`src/rtl/alu_seq_unit.sv`:
```
// Sequential RV32I integer ALU. It accepts one OP/OP-IMM instruction at a time.
// Register shifts advance one bit per cycle, and the result is held until the consumer takes it.
module alu_seq_unit (
  input  logic        clk,
  input  logic        reset,
  input  logic [31:0] instr,
  input  logic [31:0] in1,
  input  logic [31:0] in2,
  input  logic        in_valid,
  output logic        in_ready,
  output logic [31:0] out,
  output logic        out_valid,
  input  logic        out_ready,
  output logic        illegal,
  output logic [1:0]  dbg_state_o
);

  // Handshakes: an input transfer happens on a rising edge with in_valid && in_ready.
  // An output transfer happens on a rising edge with out_valid && out_ready.
  // out/illegal stay stable while out_valid is high.

  typedef enum logic [1:0] {
    S_IDLE  = 2'd0,
    S_SHIFT = 2'd1,
    S_DONE  = 2'd2
  } state_t;

  typedef enum logic [1:0] {
    SH_LL = 2'd0,
    SH_RL = 2'd1,
    SH_RA = 2'd2
  } shift_t;

  localparam logic [6:0] OPC_OP     = 7'b0110011;
  localparam logic [6:0] OPC_OP_IMM = 7'b0010011;
  localparam logic [6:0] F7_ZERO    = 7'b0000000;
  localparam logic [6:0] F7_ALT     = 7'b0100000;

  state_t      state_q;
  shift_t      kind_q;
  logic [4:0]  cnt_q;
  logic [31:0] out_q;
  logic        illegal_q;
  logic        out_valid_q;

  logic [6:0]  opcode;
  logic [2:0]  f3;
  logic [6:0]  f7;
  logic        is_op;
  logic        is_imm;
  logic        f7_zero;
  logic        f7_alt;
  logic [4:0]  shamt;
  logic        dec_illegal;
  logic        dec_shift;
  shift_t      dec_kind;
  logic [31:0] alu_res;
  logic [31:0] shift_step;

  assign opcode  = instr[6:0];
  assign f3      = instr[14:12];
  assign f7      = instr[31:25];
  assign is_op   = (opcode == OPC_OP);
  assign is_imm  = (opcode == OPC_OP_IMM);
  assign f7_zero = (f7 == F7_ZERO);
  assign f7_alt  = (f7 == F7_ALT);
  assign shamt   = in2[4:0];

  // For OP-IMM, instr[31:25] is immediate data, except on the shift encodings.
  always_comb begin
    dec_illegal = 1'b1;
    dec_shift   = 1'b0;
    dec_kind    = SH_LL;
    alu_res     = 32'h0;
    if (is_op || is_imm) begin
      case (f3)
        3'b000: begin
          dec_illegal = is_op && !(f7_zero || f7_alt);
          alu_res     = (is_op && f7_alt) ? (in1 - in2) : (in1 + in2);
        end
        3'b001: begin
          dec_illegal = !f7_zero;
          dec_shift   = 1'b1;
          dec_kind    = SH_LL;
          alu_res     = in1;
        end
        3'b101: begin
          dec_illegal = !(f7_zero || f7_alt);
          dec_shift   = 1'b1;
          dec_kind    = f7_alt ? SH_RA : SH_RL;
          alu_res     = in1;
        end
        3'b010: begin
          dec_illegal = is_op && !f7_zero;
          alu_res     = {31'h0, ($signed(in1) < $signed(in2))};
        end
        3'b011: begin
          dec_illegal = is_op && !f7_zero;
          alu_res     = {31'h0, (in1 < in2)};
        end
        3'b100: begin
          dec_illegal = is_op && !f7_zero;
          alu_res     = in1 ^ in2;
        end
        3'b110: begin
          dec_illegal = is_op && !f7_zero;
          alu_res     = in1 | in2;
        end
        default: begin
          dec_illegal = is_op && !f7_zero;
          alu_res     = in1 & in2;
        end
      endcase
    end
  end

  always_comb begin
    case (kind_q)
      SH_RL:   shift_step = {1'b0, out_q[31:1]};
      SH_RA:   shift_step = {out_q[31], out_q[31:1]};
      default: shift_step = {out_q[30:0], 1'b0};
    endcase
  end

  always_ff @(posedge clk or posedge reset) begin
    if (reset) begin
      state_q     <= S_IDLE;
      kind_q      <= SH_LL;
      cnt_q       <= 5'd0;
      out_q       <= 32'h0;
      illegal_q   <= 1'b0;
      out_valid_q <= 1'b0;
    end else begin
      case (state_q)
        S_IDLE: begin
          if (in_valid) begin
            if (!dec_illegal && dec_shift && (shamt != 5'd0)) begin
              out_q     <= in1;
              cnt_q     <= shamt;
              kind_q    <= dec_kind;
              illegal_q <= 1'b0;
              state_q   <= S_SHIFT;
            end else begin
              out_q       <= dec_illegal ? 32'h0 : alu_res;
              illegal_q   <= dec_illegal;
              out_valid_q <= 1'b1;
              state_q     <= S_DONE;
            end
          end
        end
        S_SHIFT: begin
          out_q <= shift_step;
          cnt_q <= cnt_q - 5'd1;
          if (cnt_q == 5'd1) begin
            out_valid_q <= 1'b1;
            state_q     <= S_DONE;
          end
        end
        S_DONE: begin
          if (out_ready) begin
            out_valid_q <= 1'b0;
            state_q     <= S_IDLE;
          end
        end
        default: state_q <= S_IDLE;
      endcase
    end
  end

  assign in_ready    = (state_q == S_IDLE) && !reset;
  assign out         = out_q;
  assign out_valid   = out_valid_q;
  assign illegal     = illegal_q;
  assign dbg_state_o = state_q;

endmodule

```
`config.mk`:
```
export PLATFORM = sky130hd
export DESIGN_NAME = alu_seq_unit
export DESIGN_NICKNAME = d
export VERILOG_FILES = /design/src/rtl/alu_seq_unit.sv
export SDC_FILE = /design/constraint.sdc
export NUM_CORES = 1
export LEC_CHECK = 0
export BUFFER_PORTS_ARGS = -buffer_cell sky130_fd_sc_hd__buf_2
export CAP_MARGIN = 20
export CELL_PAD_IN_SITES_DETAIL_PLACEMENT = 0
export CELL_PAD_IN_SITES_GLOBAL_PLACEMENT = 1
export CORE_ASPECT_RATIO = 1.75
export CORE_MARGIN = 2
export CORE_UTILIZATION = 42
export CTS_BUF_LIST = sky130_fd_sc_hd__clkbuf_4 sky130_fd_sc_hd__clkbuf_8
export CTS_CLUSTER_DIAMETER = 60
export DETAILED_ROUTE_END_ITERATION = 10
export HOLD_SLACK_MARGIN = 0.05
export PLACE_DENSITY_LB_ADDON = 0.1
export RECOVER_POWER = 25
export SYNTH_ARGS = -nofsm -noshare
export SYNTH_HDL_FRONTEND = slang
export SYNTH_SLANG_ARGS = --single-unit
```
`constraint.sdc`:
```
create_clock -name clk -period 2.6 [get_ports clk]
set_clock_uncertainty 0.15 [all_clocks]
set_input_delay 0.52 -clock clk [delete_from_list [all_inputs] [get_ports clk]]
set_output_delay 0.52 -clock clk [all_outputs]
set_load 0.01 [all_outputs]
```
==> results of run 1 <==
critical path: stages:
cell and delay [ns]:
buf_12 0.10, inv_12 0.03, ha_4 0.15, fa_2 0.36, o21ba_4 0.20, or4_4 0.55
buf_4 0.17, a31oi_4 0.18, o2111ai_2 0.14, nand4_1 0.18, a21oi_2 0.08, or4_1 0.42
a31oi_1 0.15, o21a_1 0.14
per-layer routing:
layer / vias to the layer above / track usage / part of all wire / routed length (um)
met1: 5192 / 0.415 / 0.35 / 14300
met2: 589 / 0.680 / 0.49 / 20000
met3: 226 / 0.0590 / 0.066 / 2730
li1: 5127 / - / - / -
met4: 0 / 0.324 / 0.097 / 3990
met5: - / 0 / 0 / 0
power by group:
part | leakage (nW) | internal [mW] | switching, mW | total [mW]
Combinational | 5.41 | 1.21 | 1.49 | 2.70
Sequential | 0.567 | 0.769 | 0.148 | 0.916
Clock | 0.0408 | 0.194 | 0.318 | 0.512
Total | 6.02 | 2.17 | 1.96 | 4.13
cells by family after synthesis:
group	count (synthesis)	share of synthesized area
mux	3	0.00392
fa+ha+maj	102	0.162
buf+inv	176	0.0861
simple gates	365	0.212
compound gates	453	0.374
xor+xnor	25	0.0274
flops	43	0.135
cells in the final DEF (no fill, tap or decap), types with 10 or more instances in the layout:
cell type	count
a211oi_1	14
a21o_1	17
a21oi_1	73
a221oi_1	23
a222oi_1	10
a22oi_1	23
a31oi_1	15
buf_2	116
buf_4	372
buf_6	17
dfrtp_1	43
ha_1	86
inv_1	87
nand2_1	116
nand3_1	18
nor2_1	96
nor2b_1	12
nor3_1	32
o211ai_1	23
o21ai_0	102
o21ai_1	23
o21ai_2	13
xnor2_1	16
area by class of cell:
class | instances | share of cell area
Timing Repair Buffer | 513 | 0.296
Sequential cell | 43 | 0.0864
Multi-Input combinational cell | 948 | 0.555
Tap cell | 238 | 0.0239
Inverter | 97 | 0.0305
Clock buffer | 5 | 0.00552
Clock inverter | 3 | 0.00191
Antenna cell | 2 | 0.000402
sequential cells by signal, summed over array words and instances, names as in the netlist:
signal	cells
cnt_q	5
out_valid	1
out	32
illegal	1
kind_q	2
dbg_state_o	2
stage by stage:
stage	hold WS [ns]	utilization
after floorplan	0.324	-
after global placement	0.324	0.623
after detailed placement	0.341	0.623
after CTS	0.103	0.652
after global routing	0.233	0.671
final	0.223	0.671
repair_timing:
item	4_1_cts	5_1_grt
setup endpoints to repair	40	39
setup buffers	6	12
pin swaps	46	59
hold endpoints to repair	0	0
gates resized for setup	95	62
hold buffers	0	0
synthesized netlist by cell type (4+ instances only):
cell / number / share of area
o41ai_1: 4 / 0.0044
o2111ai_1: 5 / 0.0055
or3_1: 10 / 0.0078
nand3_1: 18 / 0.011
o21ai_0: 131 / 0.082
a21o_1: 17 / 0.016
o211ai_1: 23 / 0.022
a222oi_1: 10 / 0.013
o21a_1: 6 / 0.0056
nand2_1: 119 / 0.056
nor3_1: 40 / 0.025
nor2_1: 106 / 0.050
a21oi_1: 83 / 0.052
clkbuf_1: 62 / 0.029
ha_1: 100 / 0.16
and2_1: 5 / 0.0039
xor2_1: 7 / 0.0077
o22ai_1: 7 / 0.0055
a31oi_1: 19 / 0.015
nand2b_1: 8 / 0.0063
o21ai_1: 8 / 0.0050
nor4_1: 10 / 0.0078
nor2b_1: 13 / 0.010
a221oi_1: 26 / 0.029
o21bai_1: 10 / 0.0094
o31ai_1: 11 / 0.010
or2_2: 5 / 0.0039
a22oi_1: 25 / 0.024
nand4_1: 6 / 0.0047
a22o_1: 7 / 0.0077
or4_1: 6 / 0.0056
xnor2_1: 18 / 0.020
dfrtp_1: 43 / 0.13
a211oi_1: 22 / 0.021
a221o_1: 6 / 0.0075
buf_2: 9 / 0.0056
inv_1: 97 / 0.046
buf_1: 5 / 0.0024
worst max-delay path by stage:
| stage | cells after the start | slack (ns) | startpoint | to |
|---|---|---|---|---|
| final | 14 | -0.65 | in1[0] | out[24] |
| after global routing | 13 | -0.72 | in1[0] | out[30] |
| after CTS | 13 | -0.62 | in1[0] | out[30] |
| after detailed placement | 13 | -1.08 | in1[0] | out[30] |
| after global placement | 13 | -1.07 | in1[0] | out[30] |
| after floorplan | 12 | -0.69 | in1[0] | out[30] |
==> metrics.cfg, run 1 <==
[setup_path]
r2r_slack_ns=0.31
crit_arrival_ns=3.38
start_kind=input port
cp.required_ns=2.73
r2r_cells=9
r2r_end=out[27]
crit_type=in2reg
cp_max_fo=3
r2r-start=kind_q[0]
worst_setup_path_end_kind=flop

[cells_and_area]
layout.nets=1810
final-seq-area_mm2=0.00108
multiInputGateArea_mm2=0.00692
layout-drive-gt1-share=0.408
postLayoutCellArea_mm2=0.0125
stdcell_count=1849
syn_to_final_growth_pct=56.2
nFillCells=1741

[sta]
fin_setup_tns_ns=-9.57
fin_crit_sh=1.25
relSlewSlack=0.135
rsz0062_at_grt=yes
tightestPinTransition_ns=1.30
worst_slack_ns=-0.645
clock.fmax_mhz=308
drv_slew=0
finalSetupViolations=30
finalCriticalPeriod_ns=3.25
hold_violations=0

[global_routing]
track_usage=0.396
grt_remaining_overflow=0
antenna_found_initial=2
grt_pass1_vias=11349
grt_pass1_wl_um=61400
grt_start_max_net_pins=44

[die]
rows=66
initial_core_util=0.429
die_area_mm2=0.0202
chipHeight_um=186
ios=137
die_x_um=108
coreArea_mm2=0.0186

[logic_synthesis]
synth-seq-area-share=0.135
synth_fp_nets=1369
async_flop_share=1.00
ys.flop_type=dfrtp_1
synth.cell_area_mm2=0.00798
avgSynthCellArea_um2=6.84
ys_seq_elements=43
synthCells=1167
ys_types=77
yosys_warnings=0
synth_edf_count=0

[detailed_routing]
drc=0
final_antenna_net_count=0
firstDrtPassIters=5
vias=11134
viasPerCell=6.02
drt_iter0_markers=915
wl_um=41000
routedWlPerCell_um=22.2

[power_and_ir_drop]
power.density_mw_per_mm2=331
p_leak_nw=6.02
finalPower_mw=4.13
ir_drop_v=0.000352

[clock_network]
cts_tree=done
clock-sinks=43
cts_made_buffers=5
clk_pin_slew_ns=0.11
h-tree-depth=2
cts_root_buffer=clkbuf_8
clk_latency_ns=0.33
ctsLongestPathBuffers=2

[worst_hold_path]
min_to=dbg_state_o[1]
hp-class=in2reg
hp-start=out_ready
whs_path_depth=2

[place]
placed_area_mm2=0.0116
placed_cells=1823
hpwl_um=32900
routabilityCongestion=1.10
dpl_worst_slack_ns=-1.08
io_buffers=121

[run]
drv_cap=0

[outcome]
violations=negative setup slack
outcome=finished with violations

(Power assumes the default switching activity.)
==> run 2, diff against run 1 <==
- ABC_CLOCK_PERIOD_IN_PS: unset -> 2600
- SKIP_CTS_REPAIR_TIMING: unset -> 1
==> run 2 against run 1 <==
The run still ends with negative setup slack left. Count of clock-buffer cells in the layout is the same. Cell count is 0.16% lower. Utilization is 0.46 points lower. Worst hold slack better by 0.0039 ns. Critical path depth fell by 1. Fmax rose by 1.5%. Clock power up 0.8%. Via count down 0.60%. Wire length fell by 1.0%. Sequential cell count unchanged. Critical path type unchanged. Largest cell class unchanged.
==> metrics.cfg, run 2 (same netlist as run 1, synthesis figures left out) <==
[detailed_routing]
final_antenna_net_count=0  ; unchanged
vias=11067  ; -0.60%
drc=0  ; unchanged
viasPerCell=6.00  ; -0.44%
firstDrtPassIters=5  ; unchanged
drt_iter0_markers=960  ; +4.9%
routedWlPerCell_um=22.0  ; -0.85%
wl_um=40600  ; -1.0%

[cells_and_area]
syn_to_final_growth_pct=55.1
largest_register_ffs=32  ; unchanged
stdcell_count=1846  ; -0.16%
multiInputGateArea_mm2=0.00685  ; -0.98%
layout.nets=1807  ; -0.17%
layout-drive-gt1-share=0.403  ; -0.00546
final-seq-area_mm2=0.00108  ; unchanged
layout_commonest_cell=buf_4
mostFrequentLayoutCells=368 x buf_4, 116 x nand2_1, 116 x buf_2
nFillCells=1758  ; +0.98%

[sta]
drv_slew=0  ; unchanged
clock.fmax_mhz=313  ; +1.5%
relSlewSlack=0.135  ; +0.000409
finalSetupViolations=28  ; -6.7%
finalCriticalPeriod_ns=3.20  ; -0.0482 ns
fin_crit_sh=1.23  ; -0.0186
hold_ws_ns=0.227  ; +0.00392 ns
hold_violations=0  ; unchanged
worst_slack_ns=-0.597  ; +0.0482 ns
rsz0062_at_grt=yes
tightestPinTransition_ns=1.30  ; -0.000614 ns

[clock_network]
cts_tree=done
clk_latency_ns=0.33  ; about the same
clk_pin_slew_ns=0.11  ; about the same
ctsLongestPathBuffers=2  ; unchanged
clock-sinks=43  ; unchanged
cts_root_buffer=clkbuf_8
h-tree-depth=2  ; unchanged
cts_made_buffers=5  ; unchanged

[place]
routabilityCongestion=1.10  ; unchanged
placed_cells=1823  ; unchanged
io_buffers=121  ; unchanged
hpwl_um=32900  ; unchanged

[setup_path]
crit_arrival_ns=3.32  ; -0.06 ns
crit_type=in2reg
start_kind=input port
cp_max_fo=3  ; unchanged
worst_setup_path_end_kind=flop
cp.required_ns=2.73  ; about the same

[die]
ios=137  ; unchanged
die_x_um=108  ; unchanged
coreArea_mm2=0.0186  ; unchanged
die_area_mm2=0.0202  ; unchanged
chipHeight_um=186  ; unchanged
rows=66  ; unchanged
initial_core_util=0.429  ; unchanged

[power_and_ir_drop]
p_leak_nw=5.99  ; -0.45%
power.density_mw_per_mm2=332  ; +0.25%
ir_drop_v=0.000444  ; +26%

[outcome]
outcome=finished with violations
violations=negative setup slack

[global_routing]
track_usage=0.390  ; -0.00569
grt_pass1_vias=11172  ; -1.6%
grt_pass1_wl_um=60500  ; -1.6%
grt_remaining_overflow=0  ; unchanged
antenna_found_initial=2  ; unchanged
grt_start_max_net_pins=44  ; unchanged

[run]
drv_cap=0  ; unchanged

[worst_hold_path]
hp-class=in2reg

## run 2: worst max-delay path, cell delays in order
cell and delay, ns:
buf_12 0.09, inv_12 0.03, ha_4 0.15, fa_2 0.36, o21ba_4 0.20, or4_4 0.55, a31oi_1 0.26, o2111ai_1 0.17
nand4_1 0.18, a21oi_1 0.10, or4_1 0.42, a31oi_1 0.16, o21a_1 0.13
## run 2: cell type report
cell class | count | area share
diodes | 2 | 0.000404
clock buffers | 5 | 0.00556
well taps | 238 | 0.0241
repair buffers | 510 | 0.297
multi-input cells | 948 | 0.554
flip-flops and latches | 43 | 0.0870
inverters | 97 | 0.0307
clock inverters | 3 | 0.00192
## run 2: final timing paths
path,startpoint,end,slack [ns],cells past startpoint
min in group asynchronous,reset,dbg_state_o[1],0.47,3
max,in1[0],out[24],-0.60,13
min,out_ready,dbg_state_o[1],0.23,2
max reg2reg,kind_q[0],out[27],0.33,9
min reg2reg,illegal,illegal,0.37,2
max in group asynchronous,reset,out[12],1.06,3
## run 2: power by group
| group | total [mW] | internal, mW | leakage, nW | switching, mW |
|---|---|---|---|---|
| logic | 2.68 | 1.20 | 5.38 | 1.48 |
| clock network | 0.516 | 0.194 | 0.0408 | 0.322 |
| registers | 0.915 | 0.769 | 0.567 | 0.147 |
| total | 4.11 | 2.16 | 5.99 | 1.95 |
## run 2: stage by stage
| step | instance area, um^2 | setup TNS (ns) | utilization | power [mW] | worst slack [ns] |
|---|---|---|---|---|---|
| detailed placement | 11600 | -28.40 | 0.623 | 3.33 | -1.08 |
| global placement | 11600 | -26.90 | 0.623 | 3.30 | -1.07 |
| floorplan | 8130 | -8.77 | - | 2.10 | -0.695 |
| finish | 12400 | -8.75 | 0.666 | 4.11 | -0.597 |
| global route | 12400 | -11.37 | 0.666 | 4.33 | -0.672 |
| CTS | 11700 | -14.53 | 0.628 | 3.84 | -0.731 |
## run 2: metal layers
layer  track usage  up-vias  wire (um)
met2         0.668      552      19800
met1         0.413     5154      14200
met3        0.0559      235       2600
met4         0.320        0       4020
li1              -     5126          -
met5             0        -          0
